**src/rtl/tx_audio_pkg.sv**
```systemverilog
// Shared widths, saturation limits and the 12-bit saturate helper for the
// transmit audio front end.
package tx_audio_pkg;

   localparam int SAMPLE_W  = 12;
   localparam int GAIN_FRAC = 2;
   localparam int SAT_MAX   = 2047;
   localparam int SAT_MIN   = -2048;

   typedef struct packed {
      logic signed [SAMPLE_W-1:0] value;
      logic                       clip;
   } sat_t;

   function automatic sat_t sat12(input logic signed [16:0] v);
      sat_t r;
      if (v > 17'(SAT_MAX)) begin
         r.value = 12'(SAT_MAX);
         r.clip  = 1'b1;
      end else if (v < 17'(SAT_MIN)) begin
         r.value = 12'(SAT_MIN);
         r.clip  = 1'b1;
      end else begin
         r.value = v[SAMPLE_W-1:0];
         r.clip  = 1'b0;
      end
      return r;
   endfunction

endpackage

```
**src/rtl/tx_audio_frontend_dc_tracker.sv**
```systemverilog
// First-order DC tracker: subtracts acc >>> K from the sample and leaks the
// residual back into acc. One register stage.
module dc_tracker #(
   parameter int K = 4
) (
   input  logic               clock,
   input  logic               reset,
   input  logic               in_valid,
   input  logic signed [11:0] s,
   input  logic               dc_en,
   output logic               out_valid,
   output logic signed [12:0] y
);

   localparam int ACC_W = 12 + K;

   logic signed [ACC_W-1:0] acc;
   logic signed [ACC_W-1:0] acc_next;
   logic signed [11:0]      dc;
   logic signed [12:0]      y_next;

   // acc stays within s * 2^K, so the shifted value always fits 12 bits.
   assign dc       = acc[ACC_W-1:K];
   assign y_next   = {s[11], s} - (dc_en ? {dc[11], dc} : 13'd0);
   assign acc_next = acc + ACC_W'(s) - ACC_W'(dc);

   always_ff @(posedge clock) begin
      if (reset) begin
         acc       <= '0;
         y         <= '0;
         out_valid <= 1'b0;
      end else begin
         out_valid <= in_valid;
         if (in_valid) begin
            y   <= y_next;
            acc <= acc_next;
         end
      end
   end

endmodule

```
**src/rtl/tx_audio_frontend.sv**
```systemverilog
// ADC pacing, capture, DC removal, Q2.2 gain and saturation feeding the
// transmit modulator with a held signed 12-bit sample.
module tx_audio_frontend
   import tx_audio_pkg::*;
#(
   parameter int DIV      = 8,
   parameter int DC_SHIFT = 4
) (
   input  logic        clock,
   input  logic        reset,
   input  logic [11:0] io_adc_data,
   input  logic        io_adc_valid,
   output logic        io_adc_convst,
   input  logic [3:0]  io_gain,
   input  logic        io_dc_en,
   output logic [11:0] io_out_value,
   output logic        io_out_valid,
   output logic        io_clip,
   output logic        io_overrun
);

   localparam int CNT_W = $clog2(DIV);

   logic [CNT_W-1:0]   cnt;
   logic               period_start;
   logic               seen;
   logic               cap_valid;
   logic signed [11:0] cap_s;
   logic               dc_valid;
   logic signed [12:0] dc_y;
   logic signed [16:0] y_ext;
   logic signed [16:0] gain_ext;
   logic signed [16:0] prod;
   logic signed [16:0] q;
   sat_t               sat;

   assign period_start  = (cnt == '0);
   assign io_adc_convst = period_start && !reset;

   always_ff @(posedge clock) begin
      if (reset) begin
         cnt <= '0;
      end else if (cnt == CNT_W'(DIV - 1)) begin
         cnt <= '0;
      end else begin
         cnt <= cnt + 1'b1;
      end
   end

   // A valid on the convst cycle opens a new period rather than colliding.
   always_ff @(posedge clock) begin
      if (reset) begin
         seen       <= 1'b0;
         io_overrun <= 1'b0;
      end else if (io_adc_valid) begin
         if (!period_start && seen) io_overrun <= 1'b1;
         seen <= 1'b1;
      end else if (period_start) begin
         seen <= 1'b0;
      end
   end

   always_ff @(posedge clock) begin
      if (reset) begin
         cap_valid <= 1'b0;
         cap_s     <= '0;
      end else begin
         cap_valid <= io_adc_valid;
         if (io_adc_valid) cap_s <= {~io_adc_data[11], io_adc_data[10:0]};
      end
   end

   dc_tracker #(
      .K (DC_SHIFT)
   ) u_dc_tracker (
      .clock     (clock),
      .reset     (reset),
      .in_valid  (cap_valid),
      .s         (cap_s),
      .dc_en     (io_dc_en),
      .out_valid (dc_valid),
      .y         (dc_y)
   );

   assign y_ext    = 17'(dc_y);
   assign gain_ext = {13'd0, io_gain};
   assign prod     = y_ext * gain_ext;
   assign q        = prod >>> GAIN_FRAC;
   assign sat      = sat12(q);

   always_ff @(posedge clock) begin
      if (reset) begin
         io_out_value <= '0;
         io_clip      <= 1'b0;
         io_out_valid <= 1'b0;
      end else begin
         io_out_valid <= dc_valid;
         if (dc_valid) begin
            io_out_value <= sat.value;
            io_clip      <= sat.clip;
         end
      end
   end

endmodule

```
**config.mk**
```make
export PLATFORM = sky130hd
export DESIGN_NAME = tx_audio_frontend
export DESIGN_NICKNAME = d
export VERILOG_FILES = /design/src/rtl/tx_audio_pkg.sv /design/src/rtl/tx_audio_frontend_dc_tracker.sv /design/src/rtl/tx_audio_frontend.sv
export SDC_FILE = /design/constraint.sdc
export NUM_CORES = 1
export LEC_CHECK = 0
export ABC_AREA = 1
export CAP_MARGIN = 20
export CORE_MARGIN = 10
export CORE_UTILIZATION = 47
export CTS_CLUSTER_SIZE = 24
export DETAILED_ROUTE_END_ITERATION = 8
export GPL_ROUTABILITY_DRIVEN = 1
export GPL_TIMING_DRIVEN = 0
export PLACE_DENSITY = 0.64
export SYNTH_ARGS = -nofsm -noshare
export SYNTH_HDL_FRONTEND = slang
export SYNTH_SLANG_ARGS = --single-unit
```
**constraint.sdc**
```tcl
create_clock -name clock -period 7.38 [get_ports clock]
set_input_delay 1.107 -clock clock [delete_from_list [all_inputs] [get_ports clock]]
set_output_delay 1.107 -clock clock [all_outputs]
set_load 0.01 [all_outputs]
```
==> results.cfg <==
[hold_path]
min_path_type = register to register

[place]
dpl_cell_area_sq_um = 6630
place_ws_ns = 2.01
io_buffers = 35
gp_congestion = 0.879
place_hpwl_um = 11700

[sta]
fin_setup_tns_ns = 0
fin_ws_ns = 2.31
tightest_slew_ns = 0.588
hold_viol_final = 0
setup_violations = 0
max_slew_margin = 0.608
skew_ns = 0.00955
rsz0062_at_grt = false
period_needed_ns = 5.07
timing.fmax_mhz = 197
fin_crit_sh = 0.687
finalMaxSlewViolations = 0
whs_ns = 0.446

[yosys]
seq_area_frac_synth = 0.205
synth_top_area_cell = dfxtp_1
ys_top_cells_by_area = dfxtp_1 (20%), fa_1 (14%), inv_1 (14%)
synth_top_family_by_area = adder cells
muxShareOfSynthArea = 0
synthSimpleGateAreaFrac = 0.202
synth_area_sq_um = 6060
synth_cell_type_count = 33
synth_area_per_cell_sq_um = 6.87
synthAdderAreaFrac = 0.267
synth_top_area_frac = 0.205
synthXorXnorAreaFrac = 0.0448
syn-instance-count = 882
ys_warn_count = 0
synth_compound_area_frac = 0.133
synth.ff_latch_count = 62
synth_nets = 1006

[global_route]
grt_overflow_total = 0
grt_use_total = 0.167
grt_start_max_net_pins = 12
grt_pass1_vias = 5387
grt_pass1_wl_um = 24800
grt_antenna_before_repair = 0

[finish]
nFillCells = 1323
design_area_sq_um = 6930
syn2layout_area_growth_pct = 14.3
fin_nets = 1052
drive_gt1_frac = 0.0332
insertedDiodeCount = 0

[detailed_routing]
vias = 5224
ant_nets = 0
drtIter0Drc = 286
viasPerCell = 4.73
drc = 0
dr.pass1.iters = 4
wl_per_cell_um = 12.7
routed_wl_um = 14000

[critical_path]
crit_path_end_kind = register
start_kind = input port
cp_top_family = adder cells
cpMostUsedCell = nand2_1
path_cells = clkdlybuf4s50_1, clkbuf_1, nand2_1, inv_1, ha_1, fa_1, inv_1, fa_1, inv_1, ha_1, nand2_1, nor2_1, nand2_1, nand3_2, nand2_1, nand2_1, nand2_1, nand2_1, nand3_2, a21oi_4, a21oi_1
crit_type = input port to register
path_max_fanout = 10
worstPathRequired_ns = 7.59
crit_arrival_ns = 5.28
critical_path_buf_inv_count = 5
critPathMaxStageDelay_ns = 0.54
slowest_stage = fa_1
regToRegSetupSlack_ns = 3.58

[cts]
clkLatencyLatePin_ns = 0.34
clkTransAtPathRegs_ns = 0.06
cts.repair.resized = 0
htreeDepth = 3
clock_path_buffers = 2
cts_hold_buf = 0
cts_tree = built
cts_setup_buffers = 0
root_buffer = clkbuf_16
clock_sinks = 62
cts_made_buffers = 9

[floorplan]
rows = 41
fp.dieH_um = 134
io-pin-count = 36
die-area_sq_um = 17800
core_sq_um = 12600
start_util = 0.480
die_w_um = 134

[pwr]
leakagePower_nw = 3.90
ir_worst_vdd_uv = 167
power_density_nw_per_um2 = 214

[run]
cap_viol_max_count = 0

[status]
status = finished clean
final cells by class:
class,instances,area [sq um],share of cell area
timing repair buffer,35,350,0.0506
clock buffer,10,239,0.0345
inverter,221,830,0.120
tap,172,215,0.0311
buffer,19,71.3,0.0103
multi-input combinational,580,3920,0.566
sequential,62,1240,0.179
clock inverter,6,61.3,0.00885
synthesized netlist by cell type (all sizes together):
cell	instances
nand2	200
inv	220
o21ai	54
nor2	47
a31oi	3
o211ai	3
clkbuf	18
o31ai	1
clkinv	1
a32o	1
xor2	20
or2	2
buf	1
a21o	3
o21a	1
nor3	4
fa	42
nand4	8
a21boi	2
xnor2	11
ha	62
dfxtp	62
o221ai	2
nand3	36
a21oi	75
o21bai	3
cell usage in the layout, fill, tap and decap left out, drive strengths merged:
cell type,count
a21boi,2
a21o,3
a21oi,75
a31oi,3
a32o,1
buf,1
bufinv,1
clkbuf,28
clkdlybuf4s50,35
clkinv,5
clkinvlp,1
dfxtp,62
fa,42
ha,62
inv,220
nand2,200
nand3,36
nand4,8
nor2,47
nor3,4
o211ai,3
o21a,1
o21ai,54
o21bai,3
o221ai,2
o31ai,1
or2,2
xnor2,11
xor2,20
stage by stage:
| stage | utilization | power (mW) | instances |
|---|---|---|---|
| 6_report | 0.549 | 1.48 | 1105 |
| 5_1_grt | 0.549 | 1.61 | 1105 |
| 4_1_cts | 0.549 | 1.49 | 1105 |
| 3_5_place_dp | 0.525 | 1.06 | 1089 |
| 3_3_place_gp | 0.525 | 1.06 | 1089 |
| 2_1_floorplan | - | 0.905 | 882 |
registers in the layout, indices dropped and copies added, names as in the netlist:
signal	count
io_out_valid	1
u_dc_tracker.acc	16
cap_valid	1
seen	1
cap_s	12
io_clip	1
u_dc_tracker.y	13
cnt	3
io_out_value	12
io_overrun	1
u_dc_tracker.out_valid	1
kinds of logic (layout without fill, tap and decap cells):
| family | count (synthesis) | count (layout) |
|---|---|---|
| xor gates and xnor gates | 31 | 31 |
| AOI/OAI and AO/OA | 148 | 148 |
| DFF | 62 | 62 |
| buffers and inverters | 240 | 291 |
| and+or+nand+nor | 297 | 297 |
| adders and majority gates | 104 | 104 |
where the power goes:
group	leakage [nW]	total [mW]	switching (mW)	internal, mW
Combinational	3.25	0.660	0.398	0.263
Sequential	0.511	0.395	0.0302	0.365
Clock	0.148	0.424	0.156	0.269
worst register-to-register path: stages (launching register included):
cell,delay [ns]
dfxtp_1,0.50
nand2_1,0.12
inv_1,0.08
ha_1,0.24
fa_1,0.51
inv_1,0.05
fa_1,0.52
inv_1,0.05
ha_1,0.36
nand2_1,0.09
inv_1,0.05
nand2_1,0.09
inv_1,0.05
a21oi_1,0.22
nand3_1,0.10
nand2_1,0.09
nand3_2,0.12
a21oi_4,0.30
a21oi_1,0.12
final timing paths:
path | start | endpoint | depth (start not counted)
max | io_gain[2] | io_out_value[4] | 21
min | cnt[0] | cnt[0] | 1
max reg2reg | u_dc_tracker.y[12] | io_out_value[4] | 18
min reg2reg | cnt[0] | cnt[0] | 1
routing by layer:
metal | track usage | vias up | part of all wire
li1 | - | 2799 | -
met4 | 0.0472 | 0 | 0.019
met1 | 0.197 | 2364 | 0.46
met2 | 0.303 | 49 | 0.50
met5 | 0 | - | 0
met3 | 0.0256 | 12 | 0.019
Power figures use the tool's default switching activity.
